<file path="src/rtl/sram_tp_reg_array_pkg.sv">
// Shared helpers for the flip-flop two-port register array.
package sram_tp_reg_array_pkg;

   function automatic int clog2(input int n);
      int w;
      w = 0;
      while ((1 << w) < n) w++;
      return (w < 1) ? 1 : w;
   endfunction

endpackage

</file>
<file path="src/rtl/sram_tp_reg_dout_stage.sv">
// Read-output register: valid follows the input every cycle, data loads only on valid.
module sram_tp_reg_dout_stage #(
   parameter int DATA_WD = 8
) (
   input  logic               clk,
   input  logic               rstn,
   input  logic               val_i,
   input  logic [DATA_WD-1:0] dat_i,
   output logic               val_o,
   output logic [DATA_WD-1:0] dat_o
);

   always_ff @(posedge clk or negedge rstn) begin
      if (!rstn) begin
         val_o <= 1'b0;
         dat_o <= '0;
      end else begin
         val_o <= val_i;
         if (val_i) dat_o <= dat_i;
      end
   end

endmodule

</file>
<file path="src/rtl/sram_tp_reg_array.sv">
// Two-port flip-flop memory, 1 write + 1 read per cycle, read latency 1 or 2 (KNOB_REGOUT).
// Define SRAM_TP_REG_WR_FWD_EN for write-through on a same-cycle same-address read.
module sram_tp_reg_array
   import sram_tp_reg_array_pkg::*;
#(
   parameter  int KNOB_REGOUT = 0,
   parameter  int SIZE        = 4,
   parameter  int DATA_WD     = 8,
   localparam int ADR_WD      = clog2(SIZE)
) (
   input  logic               clk,
   input  logic               rstn,
   input  logic               wr_val_i,
   input  logic [ADR_WD-1:0]  wr_adr_i,
   input  logic [DATA_WD-1:0] wr_dat_i,
   input  logic               rd_val_i,
   input  logic [ADR_WD-1:0]  rd_adr_i,
   output logic               rd_val_o,
   output logic [DATA_WD-1:0] rd_dat_o
);

   logic [DATA_WD-1:0] mem [SIZE];
   logic [DATA_WD-1:0] rd_dat_c;
   logic               s1_val;
   logic [DATA_WD-1:0] s1_dat;

   // Decode by comparing against each word index so addresses >= SIZE match nothing.
   always_ff @(posedge clk or negedge rstn) begin
      if (!rstn) begin
         for (int i = 0; i < SIZE; i++) mem[i] <= '0;
      end else if (wr_val_i) begin
         for (int i = 0; i < SIZE; i++)
            if (wr_adr_i == ADR_WD'(i)) mem[i] <= wr_dat_i;
      end
   end

   always_comb begin
      rd_dat_c = '0;
      for (int i = 0; i < SIZE; i++) begin
         if (rd_adr_i == ADR_WD'(i)) begin
`ifdef SRAM_TP_REG_WR_FWD_EN
            if (wr_val_i && (wr_adr_i == rd_adr_i)) rd_dat_c = wr_dat_i;
            else                                    rd_dat_c = mem[i];
`else
            rd_dat_c = mem[i];
`endif
         end
      end
   end

   sram_tp_reg_dout_stage #(.DATA_WD(DATA_WD)) u_stage1 (
      .clk   (clk),
      .rstn  (rstn),
      .val_i (rd_val_i),
      .dat_i (rd_dat_c),
      .val_o (s1_val),
      .dat_o (s1_dat)
   );

   generate
      if (KNOB_REGOUT == 1) begin : g_regout
         sram_tp_reg_dout_stage #(.DATA_WD(DATA_WD)) u_stage2 (
            .clk   (clk),
            .rstn  (rstn),
            .val_i (s1_val),
            .dat_i (s1_dat),
            .val_o (rd_val_o),
            .dat_o (rd_dat_o)
         );
      end else begin : g_direct
         assign rd_val_o = s1_val;
         assign rd_dat_o = s1_dat;
      end
   endgenerate

endmodule

</file>
<file path="config.mk">
export PLATFORM = sky130hd
export DESIGN_NAME = sram_tp_reg_array
export DESIGN_NICKNAME = d
export VERILOG_FILES = /design/src/rtl/sram_tp_reg_array_pkg.sv /design/src/rtl/sram_tp_reg_dout_stage.sv /design/src/rtl/sram_tp_reg_array.sv
export SDC_FILE = /design/constraint.sdc
export NUM_CORES = 1
export LEC_CHECK = 0
export BUFFER_PORTS_ARGS = -buffer_cell sky130_fd_sc_hd__buf_2
export CAP_MARGIN = 20
export CORE_MARGIN = 2
export CORE_UTILIZATION = 55
export CTS_CLUSTER_DIAMETER = 60
export CTS_CLUSTER_SIZE = 16
export DETAILED_ROUTE_END_ITERATION = 6
export PLACE_DENSITY = 0.77
export SYNTH_ARGS = -nofsm -noshare
export SYNTH_HDL_FRONTEND = slang
export SYNTH_SLANG_ARGS = --single-unit
</file>
<file path="constraint.sdc">
create_clock -name clk -period 1.2 [get_ports clk]
set_clock_uncertainty 0.15 [all_clocks]
set_input_delay 0.06 -clock clk [delete_from_list [all_inputs] [get_ports clk]]
set_output_delay 0.06 -clock clk [all_outputs]
set_load 0.005 [all_outputs]
</file>
Word level (Yosys, flattened, before mapping)
Index checks and enable logic that the tools add are counted.
{"block": "word_totals", "reg_bits": 41, "inputBits": 16, "output_inout_bits": 9, "wordCells": 22}
{"block": "classes", "n_eq_ne": 6, "muxes": 4, "reduce_logical": 6}
{"op": "$mux 8", "count": 4}
{"op": "$eq 2x2->1 const B", "count": 4}
{"op": "$reduce_and 2->1", "count": 4}
{"op": "$eq 2x1->1 const B", "count": 2}
{"op": "$logic_not 2->1", "count": 2}

Depth between registers and ports, before layout
Gate-level depths: netlist (run 1).
{"block": "depth", "depth_word": 5, "ltp_mapped": 4}

Hierarchy
A second synthesis (run 1) with hierarchy kept.
{"block": "unflattened", "hier_cells": 96, "area_unflattened_um2": 1757.9}
{"module": "sram_tp_reg_array", "instances": 1, "cells_per_inst": 78, "area_per_inst_um2": 1401.3}
{"module": "sram_tp_reg_dout_stage", "instances": 1, "cells_per_inst": 18, "area_per_inst_um2": 356.6}

Worst setup path after synthesis (run 1)
Ideal clock, no wire load.
{"block": "synth_timing", "kind": "input -> register", "start": "in rd_adr_i[1]", "end": "reg u_stage1.dat_o[0]", "setup_ns": 0.141, "arrival_ns": 0.759, "slack_ns": 0.151, "path_stages": 4, "cell_sequence": "buf_2 buf_4 mux2i_1 o221ai_1"}
{"block": "synth_between", "elab_chain_len": 5, "word_cells_on_any_way": 8}
{"element": "start: declaration", "line": "sram_tp_reg_array.sv:17", "text": "input logic [ADR_WD-1:0] rd_adr_i,"}
{"element": "$logic_not 2->1", "line": "sram_tp_reg_array.sv:40", "text": "if (rd_adr_i == ADR_WD'(i)) begin"}
{"element": "$mux 8 (3 in a row)", "line": "sram_tp_reg_array.sv:40"}
{"element": "$mux 8 *", "line": "sram_tp_reg_array.sv:40"}
{"element": "end signal: assignment", "line": "sram_tp_reg_dout_stage.sv:19", "text": "if (val_i) dat_o <= dat_i;"}
{"element": "end: declaration", "line": "sram_tp_reg_dout_stage.sv:10", "text": "output logic [DATA_WD-1:0] dat_o"}
Every way passes the cells marked *; elsewhere a longest branch is shown, timed or not.
A chain may end at the register's enable or synchronous reset.

==> impl_metrics.ini, run 1 <==
[run_status]
outcome = completed

[clock_network]
clk_latency_ns = 0.35
cts_setup_buffers = 0
cts_tree = built
cts_made_buffers = 5
clk_pin_slew_ns = 0.12
cts.path.max_buffers = 2
root_buffer = clkbuf_4
htree_num_levels = 2
clock_sinks = 41

[grt]
grt_pass1_wl_um = 5580
overflow = 0
grt_max_degree = 42
first_global_vias = 1127
track_usage = 0.223
grt_antenna_before_repair = 0

[power]
power.density_nw_per_um2 = 1510
leakagePower_uw = 0.000992
ir_drop_uv = 843
finalPower_uw = 3270

[place]
hpwlAfterDp_um = 2090
io_buffers = 24
placed_cells = 183
place_congestion = 0.726

[hold_path]
hold_depth = 3
hp-start = rd_adr_i[0]
holdCritPathClass = in -> reg
hold-path-endpoint = u_stage1.dat_o[0]

[finish]
fin_cells = 201
final_cell_mix = dfrtp_1 (41), mux2_2 (32), buf_2 (24)
fin_nets = 172
drive_gt1_frac = 0.465
nFillCells = 221
final_common_cell = dfrtp_1
area_growth_pct = 23.9
antennaDiodeCount = 0
fin_util = 0.714

[yosys]
synth_compound_area_frac = 0.0402
syn_nets = 130
synth_xor_area_frac = 0
yosys.area_share.simple = 0.0638
synthCells = 114
yosysSeqAreaShare = 0.588
synth_area_sq_um = 1740
ys_ff_latch = 41
yosys.cell_types.count = 12
syn_area_per_cell_sq_um = 15.3
ys.warnings.count = 0
synthAdderAreaFrac = 0
synthMuxAreaShare = 0.298
synth_top_family_by_area = multiplexers

[job]
max-cap-violations = 0

[die]
die-area_sq_um = 3640
ios = 25
die_h_um = 60.3
core_area_sq_um = 3030
row_count = 20
die_w_um = 60.3
initial_utilization = 0.576

[routing]
drt_pass1_iterations = 4
drt_iter0_markers = 57
vias = 1080
via_per_inst = 5.37
wl_per_cell_um = 16.2
wl_um = 3250
postRouteAntennaNets = 0
drc = 0

[worst_setup_path]
r2r-end = u_stage1.dat_o[2]
critical_path.max_fanout = 8
reg2reg_slack_ns = 0.23
r2r_cells = 2
criticalPathCategory = in -> reg
critPathCaptureType = register
cp-start-kind = input pin
cp.required_ns = 1.28
reg2reg_from = mem[18]
cp_data_arrival_time_ns = 1.17

[timing]
period_minus_slack_ns = 1.10
fin_crit_sh = 0.915
clock.fmax_mhz = 911
setup_violations = 0
fin_setup_tns_ns = 0
worstMarginPinSlew_ns = 0.284
hold_viol = 0
maxSlewViolCount = 0
rsz0062_at_grt = no
slew_headroom = 0.810
## per-layer routing
layer | GRT usage | share of wire | wire, um | up-vias
met1 | 0.307 | 0.47 | 1520 | 534
met2 | 0.328 | 0.47 | 1510 | 27
met3 | 0.0714 | 0.042 | 137 | 9
li1 | - | - | - | 510
met5 | 0 | 0 | 0 | -
met4 | 0.0952 | 0.026 | 83 | 0
## cells in the mapped netlist
cell / instances / area share
nand3_2: 1 / 0.0057
mux2_2: 32 / 0.21
nor3b_4: 1 / 0.011
buf_2: 1 / 0.0029
buf_4: 1 / 0.0043
dfrtp_1: 41 / 0.59
o221ai_1: 8 / 0.040
nand3b_2: 2 / 0.013
nand2_1: 1 / 0.0022
buf_1: 1 / 0.0022
mux2i_1: 16 / 0.092
nand2b_1: 9 / 0.032
## worst max-delay path by stage
stage                startpoint                 to  cells past startpoint
floorplan           rd_adr_i[1]  u_stage1.dat_o[0]                      4
global placement    wr_adr_i[0]            mem[14]                      3
detailed placement  wr_adr_i[0]             mem[8]                      3
CTS                    rd_val_i  u_stage1.dat_o[7]                      4
global route           rd_val_i  u_stage1.dat_o[3]                      5
finish                 rd_val_i  u_stage1.dat_o[3]                      5
## flip-flops by register name, indices dropped and copies added, names as in the netlist
signal,flops
u_stage1.dat_o,8
mem,32
u_stage1.val_o,1
## where the power goes
part           switching, uW  internal, uW  total (uW)  leakage, uW
clock network            418           498         915    0.0000455
registers                125          1640        1770     0.000490
logic                    239           352         591     0.000456
total                    782          2490        3270     0.000992
## worst max-delay path, cell delays in order
cell           delay, ns
dlygate4sd3_1       0.53
buf_2               0.17
buf_4               0.17
nand2b_1            0.13
o221ai_1            0.11
## what timing repair did
| action | CTS | global route |
|---|---|---|
| hold buffers | 10 | 0 |
| gates resized for setup | 0 | 2 |
| endpoints found under the hold margin | 75 | 0 |
| endpoints found under the setup margin | 0 | 8 |
## stage by stage
stage / setup WS [ns] / hold slack [ns] / instance area (sq um)
3_5_place_dp: -0.0261 / -0.106 / 1970
4_1_cts: 0.0136 / 0.0457 / 2160
2_1_floorplan: 0.151 / -0.386 / 1740
5_1_grt: 0.0416 / 0.00798 / 2160
3_3_place_gp: -0.0101 / -0.108 / 1970
6_report: 0.102 / 0.0161 / 2160
## final cells by class
class                   instances  area, sq um  share of cell area
flip-flops and latches         41         1030               0.475
clock inverters                 1         30.0              0.0139
clock buffers                   7         55.1              0.0255
multi-input cells              70          707               0.327
repair buffers                 38          288               0.133
well taps                      44         55.1              0.0255
## logic make-up after synthesis
family,count (synthesis)
AO/OA/AOI/OAI,8
buffers and inverters,3
flip-flops,41
multiplexers,48
AND/OR/NAND/NOR,14
(Power assumes the default switching activity.)
==> run 2, diff against run 1 <==
--- a/config.mk
+++ b/config.mk
@@ -7,6 +7,7 @@
 export LEC_CHECK = 0
 export BUFFER_PORTS_ARGS = -buffer_cell sky130_fd_sc_hd__buf_2
 export CAP_MARGIN = 20
+export CORE_ASPECT_RATIO = 1.5
 export CORE_MARGIN = 2
 export CORE_UTILIZATION = 55
 export CTS_CLUSTER_DIAMETER = 60
==> run 2 against run 1 <==
Fmax fell by 2.5%. Sequential cell count did not move. Cell count decreased by 1.5%. Non-clock buffer count up 2. Largest cell class unchanged. Power decreased by 0.84%. Sequential power about the same.
==> impl_metrics.ini, run 2 (same netlist as run 1, synthesis figures left out) <==
[run_status]
outcome = completed

[power]
clockPowerShare = 0.271
seqPwrFrac = 0.547
intPower_uw = 2450
swShare = 0.245
power.density_nw_per_um2 = 1510
ir_drop_uv = 1050
p_switching_uw = 794
pwr-share-comb = 0.183
leakagePower_uw = 0.000997
finalPower_uw = 3240

[job]
max-cap-violations = 0

[routing]
vias = 1075
drc = 0
postRouteAntennaNets = 0
wl_per_cell_um = 17.0
wl_um = 3370
drt_pass1_iterations = 4
drt_iter0_markers = 21
via_per_inst = 5.43

[place]
dp_slack_ns = -0.0448
hpwlAfterDp_um = 2320
place_congestion = 0.768
placed_area_sq_um = 1970
io_buffers = 24

[die]
die-area_sq_um = 3650
ios = 25
core_area_sq_um = 3100
initial_utilization = 0.563
die_h_um = 73.0
die_w_um = 50.0
row_count = 25

[finish]
antennaDiodeCount = 0
largest_register = mem
drive_gt1_frac = 0.456
final_area_sq_um = 2150
largest_reg_flops = 32
fin_nets = 174
area_growth_pct = 23.5
final_common_cell = dfrtp_1
final_cell_mix = dfrtp_1 (41), mux2_2 (32), buf_2 (24)
nFillCells = 239
reg.largest.list = mem x32, u_stage1.dat_o x8, u_stage1.val_o x1

[timing]
period_minus_slack_ns = 1.13
clock.fmax_mhz = 888
maxSlewViolCount = 0
fin_crit_sh = 0.939
rsz0062_at_grt = no
slew_headroom = 0.725
hold_viol = 0
setup_violations = 0
worstMarginPinSlew_ns = 0.413
hold_ws_ns = 0.00840
setup_ws_ns = 0.0735

[grt]
track_usage = 0.214
grt_antenna_before_repair = 0
grt_pass1_wl_um = 5670
grt_max_degree = 42
first_global_vias = 1185
overflow = 0

[clock_network]
root_buffer = clkbuf_8
htree_num_levels = 2
clk_latency_ns = 0.28
cts_resized = 0
cts_made_buffers = 5
clock_sinks = 41
clk_pin_slew_ns = 0.07
cts_tree = built
cts.path.max_buffers = 2

[worst_setup_path]
critical_path.max_fanout = 7
cp-start-kind = input pin
cp.required_ns = 1.19
critPathCaptureType = register
cp_data_arrival_time_ns = 1.12
criticalPathCategory = in -> reg

[hold_path]
holdCritPathClass = in -> reg
run 2: changes by cell type in the layout (fill, tap and decap cells not counted), sizes merged:
cell,delta
bufinv,-1
buf,+2
run 2: repair_timing:
action / 4_1_cts / 5_1_grt
endpoints found under the hold margin: 74 / 0
hold buffers: 10 / 0
buffers inserted: 0 / 0
run 2: per-layer routing:
layer | GRT usage | vias up | routed length [um]
met3 | 0.0451 | 5 | 99
met2 | 0.351 | 21 | 1810
met4 | 0.105 | 0 | 42
met1 | 0.266 | 543 | 1410
li1 | - | 506 | -
met5 | 0 | - | 0
run 2: critical path: stages:
cell and delay [ns]:
buf_2 0.13, dlygate4sd3_1 0.56, buf_4 0.14, nand2b_1 0.11, o221ai_1 0.11
run 2: worst paths after layout:
path,end,from,cells after the start,slack (ns)
hold / removal,u_stage1.dat_o[0],rd_val_i,3,0.008
min in group asynchronous,u_stage1.dat_o[5],rstn,3,0.12
hold reg to reg,u_stage1.dat_o[7],u_stage1.dat_o[7],2,0.35
setup reg to reg,u_stage1.dat_o[0],mem[0],2,0.23
setup / recovery,u_stage1.dat_o[4],rd_val_i,5,0.07
max in group asynchronous,mem[15],rstn,3,0.58
run 2: layout make-up:
type                    instances  area [sq um]  share of cell area
clock buffers                   7          86.3              0.0401
multi-input cells              70           702               0.326
flip-flops and latches         41          1030               0.476
well taps                      40          50.0              0.0232
repair buffers                 40           290               0.135
run 2: power by group through the flow:
stage	logic (uW)	clock network, uW	registers, uW
finish	592	879	1770
global route	653	960	1800
CTS	604	907	1780
detailed placement	573	0	1800
global placement	545	0	1780
floorplan	355	0	1770
run 2: through the flow:
step / std cells / utilization / TNS [ns]
after floorplan: 114 / - / 0
after global placement: 181 / 0.636 / -0.232
after detailed placement: 181 / 0.636 / -0.274
after CTS: 198 / 0.696 / 0
after global routing: 198 / 0.696 / 0
final: 198 / 0.696 / 0
==> run 3, diff against run 2 <==
--- a/config.mk
+++ b/config.mk
@@ -9,11 +9,11 @@
 export CAP_MARGIN = 20
 export CORE_ASPECT_RATIO = 1.5
 export CORE_MARGIN = 2
-export CORE_UTILIZATION = 55
+export CORE_UTILIZATION = 50
 export CTS_CLUSTER_DIAMETER = 60
 export CTS_CLUSTER_SIZE = 16
 export DETAILED_ROUTE_END_ITERATION = 6
-export PLACE_DENSITY = 0.77
+export PLACE_DENSITY = 0.74
 export SYNTH_ARGS = -nofsm -noshare
 export SYNTH_HDL_FRONTEND = slang
 export SYNTH_SLANG_ARGS = --single-unit
==> constraint.sdc (replaced) <==
create_clock -name clk -period 1 [get_ports clk]
set_clock_uncertainty 0.15 [all_clocks]
set_input_delay 0.05 -clock clk [delete_from_list [all_inputs] [get_ports clk]]
set_output_delay 0.05 -clock clk [all_outputs]
set_load 0.005 [all_outputs]
==> run 3 against run 2 <==
The flow now finishes with violations (negative hold slack, negative setup slack). Register-to-register slack got worse by 0.20 ns. Critical path depth decreased by 4. Clock-buffer cell count fell by 2. Sequential cell count unchanged. Cell count is 5.6% higher. Routed wire length up 3.8%. Via count grew 4.7%. Sequential share of layout area shrank 2.1 points. Global-route usage is 1.1 points lower. Highest routed layer unchanged.
==> impl_metrics.ini, run 3 (same netlist as run 1, synthesis figures left out) <==
[timing]
fin_crit_sh = 1.02
hold_viol = 1
rsz0062_at_grt = yes
slew_headroom = 0.805
maxSlewViolCount = 0
setup_ws_ns = -0.0173
worstMarginPinSlew_ns = 0.292
setup_violations = 6
clock.fmax_mhz = 983
hold_ws_ns = -0.0226
period_minus_slack_ns = 1.02

[power]
ir_drop_uv = 1050
power.density_nw_per_um2 = 1730
leakagePower_uw = 0.00105
finalPower_uw = 3910

[hold_path]
holdCritPathClass = in -> reg

[grt]
grt_util_met2 = 0.323
track_usage = 0.203
first_global_vias = 1187
grt-busiest-layer = met2
grt_max_degree = 42
globalRouteMet1Util = 0.244
overflow = 0
grt_antenna_before_repair = 0
use_met3 = 0.0588
grt_pass1_wl_um = 5750

[clock_network]
root_buffer = clkbuf_8
clk_latency_ns = 0.30
htree_num_levels = 2
cts_tree = built
cts_made_buffers = 5
clock_sinks = 41
clk_pin_slew_ns = 0.07
cts.path.max_buffers = 2

[place]
place_congestion = 0.719
hpwlAfterDp_um = 2350
dp_slack_ns = -0.188
io_buffers = 24

[finish]
drive_gt1_frac = 0.479
largest_reg_flops = 32
reg.largest.list = mem x32, u_stage1.dat_o x8, u_stage1.val_o x1
final_cell_mix = dfrtp_1 (41), mux2_2 (32), buf_2 (24)
nFillCells = 260
final_common_cell = dfrtp_1
largest_register = mem
antennaDiodeCount = 0
fin_nets = 184
fin_util = 0.666
area_growth_pct = 29.2

[worst_setup_path]
path_cells = buf_2
cp.required_ns = 0.80
critPathCaptureType = output pin
path_buf_inv = 1
cp_data_arrival_time_ns = 0.82
slowest_stage = dfrtp_1
critPathCapture = rd_dat_o[5]
max_stage_delay_ns = 0.39
cp-start-kind = register
crit_start = u_stage1.dat_o[5]
reg2reg_slack_ns = 0.03
r2r-end = u_stage1.dat_o[3]
critical_path.max_fanout = 2
r2r_cells = 3
crit_cells = 1
criticalPathCategory = reg -> out
reg2reg_from = u_stage1.dat_o[3]
cp_top_family = flip-flops

[run_status]
outcome = finished, violations left
violations = negative hold slack, negative setup slack

[routing]
drc = 0
postRouteAntennaNets = 0
drt_pass1_iterations = 4
drt_iter0_markers = 12
vias = 1126
wl_um = 3490
wl_per_cell_um = 16.7
via_per_inst = 5.39

[die]
row_count = 26
die-area_sq_um = 3990
core_area_sq_um = 3380
die_w_um = 52.2
initial_utilization = 0.516
ios = 25
die_h_um = 76.3

[job]
max-cap-violations = 0
## run 3: cell types whose count changed in the layout (fill, tap and decap cells not counted), sizes merged
cell,delta
clkinv,+1
buf,+8
dlygate4sd3,+2
clkbuf,-2
## run 3: worst min path at each step
stage	start	to	slack [ns]	cells past startpoint
2_1_floorplan	rstn	mem[0]	-0.40	0
3_3_place_gp	rstn	mem[2]	-0.12	2
3_5_place_dp	rstn	mem[2]	-0.11	2
4_1_cts	rd_adr_i[0]	u_stage1.dat_o[5]	0.08	4
5_1_grt	rd_val_i	u_stage1.dat_o[6]	0.007	3
6_report	rd_val_i	u_stage1.dat_o[6]	-0.02	3
## run 3: power by group
group	internal [uW]	switching [uW]
clock network	459	528
logic	488	301
registers	1970	161
## run 3: worst register-to-register path, delay by kind of cell, from the launching register on
family                 cells  cell delay (ns)
AND/OR/NAND/NOR            1             0.06
AO/OA/AOI/OAI              1             0.11
flip-flops                 1             0.39
buffers and inverters      1             0.13
## run 3: per-layer routing
metal | up-vias | wire length, um
met5 | - | 0
met4 | 0 | 83
met3 | 8 | 122
met2 | 22 | 1850
met1 | 573 | 1440
li1 | 523 | -
## run 3: area by class of cell
cell class	instances	area, sq um	share of cell area
Clock buffer	5	68.8	0.0305
Clock inverter	1	5.00	0.00222
Multi-Input combinational cell	70	702	0.311
Sequential cell	41	1030	0.455
Tap cell	42	52.6	0.0233
Timing Repair Buffer	50	399	0.177
## run 3: metrics by stage
step | area [sq um] | setup TNS (ns) | cells
floorplan | 1750 | -0.182 | 114
global placement | 2030 | -4.40 | 187
detailed placement | 2030 | -4.93 | 187
CTS | 2230 | -0.131 | 207
global route | 2250 | -0.310 | 209
finish | 2250 | -0.0693 | 209
## run 3: repair_timing
| action | in CTS | in global routing |
|---|---|---|
| endpoints found under the hold margin | 77 | 1 |
| setup buffers | 3 | 1 |
| pin swaps | 0 | 4 |
| endpoints found under the setup margin | 8 | 14 |
| hold buffers | 11 | 2 |
| gates resized for setup | 0 | 1 |
